File: src/rtl/phase_sequencer.sv
// Purpose      : one-hot IF/DE/EX/WB phase generator with run/step/stop, wait states and PC breakpoint
// Latency      : one cycle per phase; IF, and WB when wb_mem=1, extend while mem_ready is low
// Backpressure : mem_ready low holds the phase with stall=1; WAIT_MAX waits in one phase abort to IDLE
//
// Sits between the debug/console front end and the KAPPA3 controller. cstate is
// the registered phase itself (IF=0001, DE=0010, EX=0100, WB=1000, IDLE=0000),
// so the controller sees glitch-free phase enables.
//
// Parameters:
//   WAIT_MAX  wait cycles tolerated in one memory phase before timeout (>=1)
//   WAIT_W    width of the wait counter; must be able to hold WAIT_MAX
//   COUNT_W   width of the retired-instruction counter
//
// Ports:
//   clock        in   rising-edge system clock
//   reset        in   asynchronous active-high reset
//   run          in   pulse: start continuous execution from IDLE
//   step         in   pulse: execute exactly one instruction from IDLE
//   stop         in   request halt at the next instruction boundary
//   wb_mem       in   controller has a load/store in WB
//   mem_ready    in   memory completed the current access this cycle
//   pc           in   current PC register value
//   bp_en        in   breakpoint enable
//   bp_addr      in   breakpoint PC
//   cstate       out  one-hot phase, 0000 = IDLE
//   stall        out  memory phase waiting; the top gates every register load with ~stall
//   running      out  cstate != IDLE
//   halt_cause   out  00 stop, 01 step done, 10 breakpoint, 11 memory timeout
//   instr_count  out  retired instruction count
//
// Build option KAPPA3_INSTR_COUNT_EN: when defined, instr_count is a free-running
// COUNT_W counter of retired instructions (wraps, cleared only by reset). When
// undefined, instr_count is tied to zero and no counter flops exist.

module phase_sequencer #(
    parameter int WAIT_MAX = 15,
    parameter int WAIT_W   = 4,
    parameter int COUNT_W  = 32
) (
    input  logic               clock,
    input  logic               reset,
    input  logic               run,
    input  logic               step,
    input  logic               stop,
    input  logic               wb_mem,
    input  logic               mem_ready,
    input  logic [31:0]        pc,
    input  logic               bp_en,
    input  logic [31:0]        bp_addr,
    output logic [3:0]         cstate,
    output logic               stall,
    output logic               running,
    output logic [1:0]         halt_cause,
    output logic [COUNT_W-1:0] instr_count
);

    // The encoding is the one-hot phase vector the controller consumes, so the
    // state register drives cstate directly with no output decode.
    typedef enum logic [3:0] {
        S_IDLE = 4'b0000,
        S_IF   = 4'b0001,
        S_DE   = 4'b0010,
        S_EX   = 4'b0100,
        S_WB   = 4'b1000
    } phase_t;

    typedef enum logic [1:0] {
        MODE_NONE = 2'd0,
        MODE_RUN  = 2'd1,
        MODE_STEP = 2'd2
    } mode_t;

    localparam logic [1:0] CAUSE_STOP    = 2'b00;
    localparam logic [1:0] CAUSE_STEP    = 2'b01;
    localparam logic [1:0] CAUSE_BREAK   = 2'b10;
    localparam logic [1:0] CAUSE_TIMEOUT = 2'b11;

    // The counter holds the number of wait cycles already spent in this phase.
    // When it shows WAIT_MAX-1 and memory is still not ready, the current cycle
    // is wait number WAIT_MAX and the phase is abandoned.
    localparam logic [WAIT_W-1:0] WAIT_LAST = WAIT_W'(WAIT_MAX - 1);

    phase_t             phase_q;
    mode_t              mode_q;
    logic [WAIT_W-1:0]  wait_cnt_q;
    logic               stop_q;       // stop seen since this instruction began

    logic               mem_phase;
    logic               timeout;
    logic               stop_seen;
    logic               bp_hit;

    // ------------------------------------------------------------------
    // Combinational status
    // ------------------------------------------------------------------

    // IF always touches memory; WB only for loads/stores.
    assign mem_phase = (phase_q == S_IF) || ((phase_q == S_WB) && wb_mem);

    // stall must respond in the same cycle mem_ready drops, otherwise the
    // controller would load a register with data that has not arrived.
    assign stall     = mem_phase && !mem_ready;

    // mem_ready=1 in the final allowed cycle still completes the access,
    // because stall is then low.
    assign timeout   = stall && (wait_cnt_q == WAIT_LAST);

    // A stop arriving in the retiring WB cycle itself counts as seen.
    assign stop_seen = stop_q || stop;

    // pc already holds the address of the next instruction during WB, so a
    // match here halts before that instruction is fetched.
    assign bp_hit    = bp_en && (pc == bp_addr);

    assign cstate    = phase_q;
    assign running   = (phase_q != S_IDLE);

    // ------------------------------------------------------------------
    // Phase FSM
    // ------------------------------------------------------------------
    always_ff @(posedge clock or posedge reset) begin
        if (reset) begin
            phase_q    <= S_IDLE;
            mode_q     <= MODE_NONE;
            wait_cnt_q <= '0;
            stop_q     <= 1'b0;
            halt_cause <= CAUSE_STOP;
        end else begin
            case (phase_q)
                S_IDLE: begin
                    // run and step while idle start execution; run wins a tie.
                    // A simultaneous stop vetoes the start and reports a stop
                    // halt. stop alone in IDLE is ignored and never latched.
                    if (run || step) begin
                        if (stop) begin
                            halt_cause <= CAUSE_STOP;
                        end else begin
                            phase_q <= S_IF;
                            mode_q  <= run ? MODE_RUN : MODE_STEP;
                        end
                    end
                end

                default: begin
                    // run/step are ignored while running; stop is latched and
                    // acted upon at the next instruction boundary.
                    if (stop) begin
                        stop_q <= 1'b1;
                    end

                    if (timeout) begin
                        // Abandon the instruction: nothing retires.
                        phase_q    <= S_IDLE;
                        mode_q     <= MODE_NONE;
                        wait_cnt_q <= '0;
                        stop_q     <= 1'b0;
                        halt_cause <= CAUSE_TIMEOUT;
                    end else if (stall) begin
                        wait_cnt_q <= wait_cnt_q + WAIT_W'(1);
                    end else begin
                        wait_cnt_q <= '0;
                        case (phase_q)
                            S_IF: phase_q <= S_DE;
                            S_DE: phase_q <= S_EX;
                            S_EX: phase_q <= S_WB;
                            default: begin
                                // WB retiring: decide whether to fetch the
                                // next instruction or halt, highest priority
                                // first.
                                if (stop_seen) begin
                                    phase_q    <= S_IDLE;
                                    mode_q     <= MODE_NONE;
                                    stop_q     <= 1'b0;
                                    halt_cause <= CAUSE_STOP;
                                end else if (mode_q == MODE_STEP) begin
                                    phase_q    <= S_IDLE;
                                    mode_q     <= MODE_NONE;
                                    stop_q     <= 1'b0;
                                    halt_cause <= CAUSE_STEP;
                                end else if (bp_hit) begin
                                    phase_q    <= S_IDLE;
                                    mode_q     <= MODE_NONE;
                                    stop_q     <= 1'b0;
                                    halt_cause <= CAUSE_BREAK;
                                end else begin
                                    phase_q <= S_IF;
                                end
                            end
                        endcase
                    end
                end
            endcase
        end
    end

    // ------------------------------------------------------------------
    // Retired-instruction counter
    // ------------------------------------------------------------------
`ifdef KAPPA3_INSTR_COUNT_EN
    logic               retire;
    logic [COUNT_W-1:0] count_q;

    // An instruction retires when WB completes without waiting; a timed-out
    // WB never reaches this condition.
    assign retire = (phase_q == S_WB) && !stall;

    always_ff @(posedge clock or posedge reset) begin
        if (reset) begin
            count_q <= '0;
        end else if (retire) begin
            count_q <= count_q + COUNT_W'(1);
        end
    end

    assign instr_count = count_q;
`else
    assign instr_count = '0;
`endif

endmodule

File: config.mk
export PLATFORM = sky130hd
export DESIGN_NAME = phase_sequencer
export DESIGN_NICKNAME = d
export VERILOG_FILES = /design/src/rtl/phase_sequencer.sv
export SDC_FILE = /design/constraint.sdc
export NUM_CORES = 1
export LEC_CHECK = 0
export CELL_PAD_IN_SITES_DETAIL_PLACEMENT = 1
export CELL_PAD_IN_SITES_GLOBAL_PLACEMENT = 2
export CORE_ASPECT_RATIO = 0.7
export CORE_MARGIN = 3
export CORE_UTILIZATION = 18
export DETAILED_ROUTE_END_ITERATION = 10
export PLACE_DENSITY_LB_ADDON = 0.1
export SLEW_MARGIN = 15
export SYNTH_ARGS = -nofsm -noshare
export SYNTH_HDL_FRONTEND = slang
export SYNTH_SLANG_ARGS = --single-unit
export TNS_END_PERCENT = 5
File: constraint.sdc
create_clock -name clock -period 5.2 [get_ports clock]
set_clock_uncertainty 0.05 [all_clocks]
set_input_delay 1.04 -clock clock [delete_from_list [all_inputs] [get_ports clock]]
set_output_delay 1.04 -clock clock [all_outputs]
set_load 0.03 [all_outputs]
==> metrics <==
Routed wire per std cell 13.62 µm; # hold bufs at CTS 0; Clk network pwr share 13.7%; post-synthesis average cell area 8.255 µm²; multi-input logic area 887.1 µm²; relative slew slack 61.08%; dpl ws 1.384 ns; Pre-Repair DR Iteration Count 4; status finished clean; CORE AREA 7417 µm²; DRT Wirelength 4714 µm; row cnt 26; PortBufs 79; placed instance count 342; Root Driver clkbuf_8; Vias/cell 3.882; global-route wire length before repair 7293 µm; leak pwr 0.8726 nW; total grt overflow 0; GP Congestion 0.7254; setup TNS 0 ns; CTS resizes 0; number of library cell types mapped by synthesis 37; Finished Layout Cells 346; Max clock buf depth 2; clock transition at the registers of the reported paths 0.06 ns; post-layout net count 323; synthesized-area fraction occupied by xor and xnor cells 20.09%; Die Span Y 79.66 µm; fraction of the mapped netlist area in adder cells 1.794%; max-cap check violation count 0; mux contribution to synthesized area 0%; largest net degree at the start of global routing 14; Internal 0.3682 mW; TritonCTS Buffers 3; initial antenna violation count 0; # diodes 0; die area 8860 µm²; Worst Path Arrival 2.72 ns; CTS tree done; largest family of logic cells by synthesized area buffers and inverters; vias in the first global route 1349; Initial Util 18.81%; Synth Area in Compound Gates 15.43%; drt initial violations 41; Hold WC Path Type flop to flop; Synth Area in Simple Gates 17.67%; DRC violations left 0; clk sinks 13; Pwr Density 310.2 nW/µm²; Flop pwr share 25.6%; Final WS setup 1.393 ns; crit start category input pin; Tot GR Track Use 10.48%; ANT nets after route 0; Slew @ Worst Pin 0.5828 ns; Post-Syn Instances 169; crit end category output pin; Clock H-tree levels 1; Yosys warning count 0; post-CTS setup buffer count 0; Syn-to-layout area delta 58.39%; Critical Path RT 4.11 ns; switch share 46.29%; Slew Viols, Final 0; vias 1343; die width 111.2 µm; worst skew pair latency 0.25 ns; FF+latch count, synth 13; RSZ-0062 raised after global routing false; Psw 0.3173 mW; combinational share of power 60.7%; Tcrit/Tclk final 73.21%; fillcell total 888; share of cells above drive strength 1 4.435%; register area 325.3 µm²; final setup violation count 0; r2r setup slk 2.84 ns; Fmax achieved 262.7 MHz; fin crit period 3.807 ns; post-synthesis sequential area ratio 23.32%; Mapped Area 1395 µm²; Hold Fails Final Rpt 0; hpwl dp 4172 µm; crit path max fanout 3; worst vdd ir 129.0 µV; CP Class input pin to output pin; # IOs 112
## final cells by class
class                           instances  area share (%)
Sequential cell                        13           14.72
Timing Repair Buffer                   80           36.13
Clock buffer                            3           1.869
Clock inverter                          1          0.2265
Tap cell                               98           5.549
Inverter                                8           1.359
Multi-Input combinational cell        143           40.15
## placed cells by master, fill, tap and decap left out, types with 2 or more instances in the layout
master / n
xnor2_1: 27
o21bai_1: 2
conb_1: 32
clkbuf_8: 3
nor3b_1: 3
and3_1: 2
clkdlybuf4s50_1: 79
ha_1: 2
inv_1: 8
nand2_1: 14
o21ai_0: 9
nand3_1: 3
a21oi_1: 8
o22ai_1: 3
nor2_1: 7
dfrtp_1: 13
a211o_1: 2
xor2_1: 5
nand4_1: 7
## stage by stage
step	total power [mW]	util [%]	cell area [µm²]	hold slack, ns
finish	0.6855	29.79	2210	0.4597
global placement	0.6018	29.17	2163	0.4498
floorplan	0.4583	-	1511	0.4168
CTS	0.6958	29.79	2210	0.4561
detailed placement	0.5972	29.17	2163	0.4527
global route	0.7543	29.79	2210	0.4949
## path summary, 6_finish.rpt
| kind | to | from | cells past startpoint |
|---|---|---|---|
| min in group asynchronous | halt_cause[1]$_DFFE_PP0P_ | reset | 2 |
| setup / recovery | stall | mem_ready | 4 |
| hold reg to reg | wait_cnt_q[3]$_DFFE_PP0P_ | wait_cnt_q[3]$_DFFE_PP0P_ | 1 |
| hold / removal | wait_cnt_q[3]$_DFFE_PP0P_ | wait_cnt_q[3]$_DFFE_PP0P_ | 1 |
| max in group asynchronous | stop_q$_DFFE_PP0P_ | reset | 2 |
| setup reg to reg | halt_cause[1]$_DFFE_PP0P_ | cstate[1]$_DFFE_PP0P_ | 6 |
## synthesized netlist by cell type
| cell type | count | area (µm²) |
|---|---|---|
| a2111oi_0 | 1 | 8.760 |
| a211o_1 | 2 | 17.52 |
| a211oi_1 | 1 | 7.510 |
| a211oi_2 | 1 | 12.51 |
| a21oi_1 | 8 | 40.04 |
| a21oi_2 | 1 | 8.760 |
| and3_1 | 2 | 12.51 |
| and4b_1 | 1 | 10.01 |
| buf_2 | 2 | 10.01 |
| buf_4 | 33 | 247.7 |
| buf_6 | 1 | 11.26 |
| conb_1 | 1 | 3.750 |
| dfrtp_1 | 13 | 325.3 |
| ha_1 | 2 | 25.02 |
| inv_1 | 8 | 30.03 |
| nand2_1 | 14 | 52.55 |
| nand2b_1 | 1 | 6.260 |
| nand3_1 | 3 | 15.01 |
| nand3b_1 | 1 | 7.510 |
| nand4_1 | 7 | 43.79 |
| nor2_1 | 7 | 26.28 |
| nor3_1 | 1 | 5.000 |
| nor3b_1 | 3 | 22.52 |
| nor4_1 | 1 | 6.260 |
| nor4_2 | 1 | 12.51 |
| nor4b_1 | 1 | 8.760 |
| o21ai_0 | 9 | 45.04 |
| o21bai_1 | 2 | 15.01 |
| o22a_1 | 1 | 8.760 |
| o22ai_1 | 3 | 18.77 |
| o31ai_1 | 1 | 7.510 |
| o32ai_2 | 1 | 16.27 |
| o41ai_1 | 1 | 8.760 |
| or2_2 | 1 | 6.260 |
| or3_4 | 1 | 11.26 |
| xnor2_1 | 27 | 236.5 |
| xor2_1 | 5 | 43.79 |
## logic make-up (layout without fill, tap and decap cells)
kind of cell / count (synthesis) / count (layout)
and+or+nand+nor: 45 / 45
buffers and inverters: 44 / 92
AOI/OAI and AO/OA: 32 / 32
xor gates and xnor gates: 32 / 32
DFF: 13 / 13
adders and majority gates: 2 / 2
other: 1 / 32
## sequential cells by signal, summed over array words and instances, names as in the netlist
register / count
halt_cause: 2
stop_q: 1
cstate: 4
mode_q: 2
wait_cnt_q: 4
## power by group through the flow
stage,logic (mW),clock network [mW],registers [mW]
2_1_floorplan,0.285,0,0.174
3_3_place_gp,0.423,0,0.179
3_5_place_dp,0.419,0,0.178
4_1_cts,0.421,0.0988,0.176
5_1_grt,0.465,0.104,0.184
6_report,0.416,0.0940,0.175
## per-layer routing
layer | up-vias | global-route usage (%) | wire, µm
li1 | 673 | - | -
met1 | 628 | 12.74 | 2021
met2 | 42 | 19.86 | 2482
met3 | 0 | 2.273 | 209
met4 | 0 | 0.7290 | 0
met5 | - | 0 | 0
## critical path, stage by stage
cell and delay [ns]:
clkdlybuf4s50_1 0.44, or3_4 0.37, a21oi_1 0.17, clkdlybuf4s50_1 0.69
Note: power is estimated with default switching activity, not from simulation.
